===== config.mk =====
export PLATFORM = sky130hd
export DESIGN_NAME = mem_lsu
export DESIGN_NICKNAME = d
export VERILOG_FILES = /design/src/rtl/mem_lsu_pkg.sv /design/src/rtl/lsu_align.sv /design/src/rtl/mem_lsu.sv
export SDC_FILE = /design/constraint.sdc
export NUM_CORES = 1
export LEC_CHECK = 0
export CAP_MARGIN = 20
export CORE_MARGIN = 5
export CORE_UTILIZATION = 45
export DETAILED_ROUTE_END_ITERATION = 8
export GPL_ROUTABILITY_DRIVEN = 0
export PLACE_DENSITY = 0.81
export SETUP_SLACK_MARGIN = 0.1
export SLEW_MARGIN = 20
export SYNTH_ARGS = -nofsm -noshare
export SYNTH_HDL_FRONTEND = slang
export SYNTH_HIERARCHICAL = 1
export SYNTH_SLANG_ARGS = --single-unit

===== constraint.sdc =====
create_clock -name clk -period 3.52 [get_ports clk]
set_input_delay 0.704 -clock clk [delete_from_list [all_inputs] [get_ports clk]]
set_output_delay 0.704 -clock clk [all_outputs]
set_load 0.03 [all_outputs]

===== src/rtl/mem_lsu_pkg.sv =====
// Shared definitions for the memory-stage load/store unit: op encodings,
// byte-lane selects, LSU state encodings and legacy pipeline constants.
package mem_lsu_pkg;

    localparam logic        RstEnable  = 1'b1;
    localparam logic [31:0] ZeroWord   = 32'h0000_0000;
    localparam logic [4:0]  NOPRegAddr = 5'b00000;

    localparam logic [3:0] OP_NOP = 4'd0;
    localparam logic [3:0] OP_LB  = 4'd1;
    localparam logic [3:0] OP_LBU = 4'd2;
    localparam logic [3:0] OP_LH  = 4'd3;
    localparam logic [3:0] OP_LHU = 4'd4;
    localparam logic [3:0] OP_LW  = 4'd5;
    localparam logic [3:0] OP_SB  = 4'd6;
    localparam logic [3:0] OP_SH  = 4'd7;
    localparam logic [3:0] OP_SW  = 4'd8;

    // Big-endian lanes: offset 0 is the most significant byte.
    localparam logic [3:0] SEL_NONE = 4'b0000;
    localparam logic [3:0] SEL_B0   = 4'b1000;
    localparam logic [3:0] SEL_B1   = 4'b0100;
    localparam logic [3:0] SEL_B2   = 4'b0010;
    localparam logic [3:0] SEL_B3   = 4'b0001;
    localparam logic [3:0] SEL_H0   = 4'b1100;
    localparam logic [3:0] SEL_H2   = 4'b0011;
    localparam logic [3:0] SEL_W    = 4'b1111;

    localparam logic [0:0] ST_IDLE   = 1'b0;
    localparam logic [0:0] ST_ACCESS = 1'b1;

    function automatic logic op_is_load(input logic [3:0] op);
        return (op >= OP_LB) && (op <= OP_LW);
    endfunction

    function automatic logic op_is_store(input logic [3:0] op);
        return (op >= OP_SB) && (op <= OP_SW);
    endfunction

    function automatic logic op_is_mem(input logic [3:0] op);
        return op_is_load(op) || op_is_store(op);
    endfunction

    function automatic logic op_misaligned(input logic [3:0] op, input logic [1:0] off);
        case (op)
            OP_LH, OP_LHU, OP_SH: return off[0];
            OP_LW, OP_SW:         return off != 2'b00;
            default:              return 1'b0;
        endcase
    endfunction

endpackage


===== src/rtl/lsu_align.sv =====
// Combinational byte-lane steering: offset to lane select, store-data
// replication and load extraction with sign/zero extension.
module lsu_align
    import mem_lsu_pkg::*;
#(
    parameter int DATA_W = 32
) (
    input  logic [3:0]        op,
    input  logic [1:0]        off,
    input  logic [DATA_W-1:0] sdata,
    input  logic [DATA_W-1:0] rdata,
    output logic [3:0]        sel,
    output logic [DATA_W-1:0] wdata,
    output logic [DATA_W-1:0] ldata
);

    logic signed [7:0]  byte_p0;
    logic signed [15:0] half_p0;

    function automatic logic [DATA_W-1:0] ext8(input logic signed [7:0] b, input logic sgn);
        return sgn ? {{(DATA_W-8){b[7]}}, b} : {{(DATA_W-8){1'b0}}, b};
    endfunction

    function automatic logic [DATA_W-1:0] ext16(input logic signed [15:0] h, input logic sgn);
        return sgn ? {{(DATA_W-16){h[15]}}, h} : {{(DATA_W-16){1'b0}}, h};
    endfunction

    always_comb begin
        case (off)
            2'd0:    byte_p0 = rdata[31:24];
            2'd1:    byte_p0 = rdata[23:16];
            2'd2:    byte_p0 = rdata[15:8];
            default: byte_p0 = rdata[7:0];
        endcase
        half_p0 = off[1] ? rdata[15:0] : rdata[31:16];
    end

    always_comb begin
        sel   = SEL_NONE;
        wdata = sdata;
        ldata = rdata;
        case (op)
            OP_LB, OP_LBU, OP_SB: begin
                case (off)
                    2'd0:    sel = SEL_B0;
                    2'd1:    sel = SEL_B1;
                    2'd2:    sel = SEL_B2;
                    default: sel = SEL_B3;
                endcase
                wdata = {4{sdata[7:0]}};
                ldata = ext8(byte_p0, op == OP_LB);
            end
            OP_LH, OP_LHU, OP_SH: begin
                sel   = off[1] ? SEL_H2 : SEL_H0;
                wdata = {2{sdata[15:0]}};
                ldata = ext16(half_p0, op == OP_LH);
            end
            OP_LW, OP_SW: sel = SEL_W;
            default: ;
        endcase
    end

endmodule


===== src/rtl/mem_lsu.sv =====
// Memory-stage load/store unit: issues one data-memory access per memory op
// over a req/ack bus, stalls upstream while it waits, registers write-back.
module mem_lsu
    import mem_lsu_pkg::*;
#(
    parameter int DATA_W     = 32,
    parameter int ADDR_W     = 32,
    parameter int REG_ADDR_W = 5,
    parameter int MAX_WAIT   = 255
) (
    input  logic                  clk,
    input  logic                  rst,
    input  logic                  mem_valid,
    input  logic [3:0]            mem_op,
    input  logic [REG_ADDR_W-1:0] mem_wd_addr,
    input  logic                  mem_wreg,
    input  logic [DATA_W-1:0]     mem_wdata,
    input  logic [ADDR_W-1:0]     mem_addr,
    input  logic [DATA_W-1:0]     mem_sdata,
    output logic                  bus_req,
    output logic                  bus_we,
    output logic [ADDR_W-1:0]     bus_addr,
    output logic [3:0]            bus_sel,
    output logic [DATA_W-1:0]     bus_wdata,
    input  logic                  bus_ack,
    input  logic [DATA_W-1:0]     bus_rdata,
    output logic                  stall_req,
    output logic [REG_ADDR_W-1:0] wb_wd_addr,
    output logic                  wb_wreg,
    output logic [DATA_W-1:0]     wb_wdata,
    output logic                  align_err,
    output logic                  bus_err
);

    logic [0:0]            state;
    logic [7:0]            wait_cnt;
    logic [3:0]            op_p1;
    logic [1:0]            off_p1;
    logic                  wreg_p1;
    logic [REG_ADDR_W-1:0] wd_addr_p1;

    logic            is_mem_p0, misal_p0, issue_p0, in_access, timeout;
    logic [3:0]      align_op;
    logic [1:0]      align_off;
    logic [3:0]      align_sel;
    logic [DATA_W-1:0] align_wdata, align_ldata;

    assign in_access = (state == ST_ACCESS);
    assign is_mem_p0 = mem_valid && op_is_mem(mem_op);
    assign misal_p0  = is_mem_p0 && op_misaligned(mem_op, mem_addr[1:0]);
    assign issue_p0  = !in_access && is_mem_p0 && !misal_p0;
    // Ack in the final wait cycle still completes the access.
    assign timeout   = in_access && !bus_ack && (wait_cnt == 8'(MAX_WAIT - 1));
    assign stall_req = issue_p0 || (in_access && !bus_ack && !timeout);

    // Issue steers lanes from the live op; completion extracts with the latched op.
    assign align_op  = in_access ? op_p1  : mem_op;
    assign align_off = in_access ? off_p1 : mem_addr[1:0];

    lsu_align #(.DATA_W(DATA_W)) u_align (
        .op    (align_op),
        .off   (align_off),
        .sdata (mem_sdata),
        .rdata (bus_rdata),
        .sel   (align_sel),
        .wdata (align_wdata),
        .ldata (align_ldata)
    );

    // Stage p1: instruction fields held for the duration of the access
    always_ff @(posedge clk) begin
        if (issue_p0) begin
            op_p1      <= mem_op;
            off_p1     <= mem_addr[1:0];
            wreg_p1    <= mem_wreg;
            wd_addr_p1 <= mem_wd_addr;
        end
    end

    always_ff @(posedge clk) begin
        if (rst == RstEnable) begin
            state      <= ST_IDLE;
            wait_cnt   <= 8'd0;
            bus_req    <= 1'b0;
            bus_we     <= 1'b0;
            bus_addr   <= '0;
            bus_sel    <= SEL_NONE;
            bus_wdata  <= ZeroWord;
            wb_wd_addr <= NOPRegAddr;
            wb_wreg    <= 1'b0;
            wb_wdata   <= ZeroWord;
            align_err  <= 1'b0;
            bus_err    <= 1'b0;
        end else begin
            align_err <= 1'b0;
            bus_err   <= 1'b0;
            if (!in_access) begin
                if (issue_p0) begin
                    state     <= ST_ACCESS;
                    wait_cnt  <= 8'd0;
                    bus_req   <= 1'b1;
                    bus_we    <= op_is_store(mem_op);
                    bus_addr  <= {mem_addr[ADDR_W-1:2], 2'b00};
                    bus_sel   <= align_sel;
                    bus_wdata <= align_wdata;
                    wb_wreg   <= 1'b0;
                end else if (misal_p0) begin
                    wb_wreg   <= 1'b0;
                    align_err <= 1'b1;
                end else begin
                    wb_wd_addr <= mem_wd_addr;
                    wb_wreg    <= mem_wreg & mem_valid;
                    wb_wdata   <= mem_wdata;
                end
            end else if (bus_ack) begin
                state    <= ST_IDLE;
                wait_cnt <= 8'd0;
                bus_req  <= 1'b0;
                bus_we   <= 1'b0;
                if (op_is_load(op_p1)) begin
                    wb_wd_addr <= wd_addr_p1;
                    wb_wreg    <= wreg_p1;
                    wb_wdata   <= align_ldata;
                end else begin
                    wb_wreg <= 1'b0;
                end
            end else if (timeout) begin
                state    <= ST_IDLE;
                wait_cnt <= 8'd0;
                bus_req  <= 1'b0;
                bus_we   <= 1'b0;
                bus_err  <= 1'b1;
                wb_wreg  <= 1'b0;
            end else begin
                wait_cnt <= wait_cnt + 8'd1;
                wb_wreg  <= 1'b0;
            end
        end
    end

endmodule

==> qor.csv <==
metric,value,unit
dieArea,18100,um^2
whs,0.463,ns
met3_usage,7.34,%
cp.arrival,2.57,ns
post_cts_buffers,0,
fin_crit,3.28,ns
required,2.82,ns
numCtsBuffers,17,
setup_tns,0,ns
final_util,66.0,%
grt_usage,25.7,%
nets,1086,
rsz0062_at_grt,no,
grt_use_met2,41.5,%
antenna_found_initial,0,
place_hpwl,16600,um
tightest_slew,0.936,ns
dpl.cell_count,1111,
cts.clk_slew.worst_paths,0.06,ns
power.total,4560,uW
end_kind,output pin,
maxSlewViolCount,0,
vias,7146,
grt_max_degree,82,
routedWlPerCell,21.6,um
clkLatencyLatePin,0.42,ns
viasPerCell,6.25,
r2r_cells,7,
start_kind,input port,
instances_no_fill,1143,
multi_input_area,3740,um^2
setup_viol_count_final,0,
top_usage_layer,met2,
maxSlewHeadroom,36.7,%
status,"complete, no violations",
synthArstFlopShare,0,%
synth_edf_count,12,
fillerInstances,1250,
period_share,93.1,%
cp_max_fo,9,
cts-root-buf,clkbuf_16,
fp.dieW,135,um
ios,253,
n_antenna_cell,0,
holdPathStages,2,
drc_errors,0,
routed_wl,24700,um
ys_seq_area_share,38.6,%
p_leak,0.00353,uW
power_density,454,nW/um^2
avgSynthCellArea,9.37,um^2
synthesis.area,7000,um^2
drive_gt1_share,11.9,%
cap_violations,0,
grt_use_met1,32.7,%
critPathKind,in2out,
core,15200,um^2
clock-sinks,129,
ys.flop_type,dfxtp_1,
drt_iter0_drc,801,
die_y,135,um
final_hold_viol_count,0,
first_pass_iters,7,
yosysWarnings,6,
fmax,0.305,GHz
antenna_left,0,
syn-instance-count,747,
initial_core_util,46.0,%
rows,45,
overflow,0,
syn2layout_area_growth,43.5,%
io_buffers,250,
seq_area,2700,um^2
finClkSkew,0.00726,ns
vdd_drop_max,0.307,mV
cts_tree,built,
grt_pass1_wl,37300,um
clk_path_buf_depth,2,
synth-seq-cells,129,
synth_cell_types,64,
hold_buffers,0,
hold_path_class,reg2reg,
grt_pass1_vias,6735,
post_cts_resized,0,
cts_max_level,4,
==> synthesized netlist by cell type (7+ instances only) <==
cell	number	area, um^2
o21ai_0	9	45.0
nand3_1	7	35.0
edfxtp_1	12	360
o31ai_1	68	510
buf_6	9	101
inv_1	16	60.1
a21o_2	15	131
clkbuf_1	44	165
a221o_1	16	160
buf_2	25	125
nand2b_1	7	43.8
a222oi_1	8	80.1
a211oi_1	40	300
buf_4	17	128
dfxtp_1	117	2340
a21oi_1	116	581
mux2i_1	39	390
a22o_1	7	61.3
mux2_2	21	236
nand4_1	68	425
nand2_1	14	52.6
==> cells by family after synthesis <==
group                    synth area share [%]
other                                  0.0536
adder cells (fa/ha/maj)                 0.501
AO/OA/AOI/OAI                            31.9
multiplexers                             9.17
buffers and inverters                    8.57
flip-flops                               38.6
AND/OR/NAND/NOR                          11.2
==> worst max-delay path: stages <==
cell and delay (ns):
clkdlybuf4s50_1 0.58, or4_4 0.59, and4_2 0.27, nand3_1 0.16, nand2_1 0.08, buf_4 0.17
==> cell usage in the layout (no fill, tap or decap), types with 5 or more instances in the layout <==
cell type	instances
a211oi_1	40
a21o_2	15
a21oi_1	116
a221o_1	16
a222oi_1	8
a22o_1	7
a311oi_1	5
buf_4	22
clkbuf_16	17
clkdlybuf4s50_1	248
clkinv_2	5
dfxtp_1	116
edfxtp_1	12
inv_1	16
mux2_2	21
mux2i_1	39
nand2_1	14
nand2b_1	7
nand3_1	7
nand4_1	68
nor2_1	5
o21ai_0	9
o31ai_1	67
==> sequential cells by signal (all words and copies together) (netlist names), 2 cells and up <==
signal / flops
bus_addr: 30
wb_wd_addr: 5
wb_wdata: 32
wd_addr_p1: 5
off_p1: 2
op_p1: 4
bus_sel: 4
bus_wdata: 32
wait_cnt: 8
==> layout make-up <==
type	instances	area share [%]
Inverter	17	0.636
Tap cell	188	2.34
Multi-Input combinational cell	503	37.2
Timing Repair Buffer	274	27.2
Sequential cell	129	26.9
Clock inverter	10	1.10
Clock buffer	22	4.62
==> layer usage <==
layer / vias to the layer above / part of all wire [%]
li1: 3328 / -
met1: 3433 / 41
met2: 336 / 48
met3: 49 / 8.4
met4: 0 / 3.0
met5: - / 0
==> power by group <==
part | internal, uW | switching (uW) | total [uW]
combinational | 532 | 657 | 1190
clock | 1070 | 652 | 1730
sequential | 1590 | 56.8 | 1640
total | 3190 | 1370 | 4560
==> through the flow <==
stage          area, um^2  worst slack [ns]
3_5_place_dp         9470            0.0323
6_report            10000             0.243
2_1_floorplan        7000             0.590
5_1_grt             10000             0.166
4_1_cts             10000             0.259
3_3_place_gp         9470             0.173
==> path summary, 6_finish.rpt <==
kind	startpoint	end	slack [ns]
min reg2reg	bus_addr[4]$_SDFFE_PP0P_	bus_addr[4]$_SDFFE_PP0P_	0.46
min	bus_addr[4]$_SDFFE_PP0P_	bus_addr[4]$_SDFFE_PP0P_	0.46
max reg2reg	in_access$_SDFF_PP0_	wb_wdata[2]$_SDFFE_PP0P_	0.85
max	mem_op[0]	stall_req	0.24
Note: power is estimated with default switching activity, not from simulation.
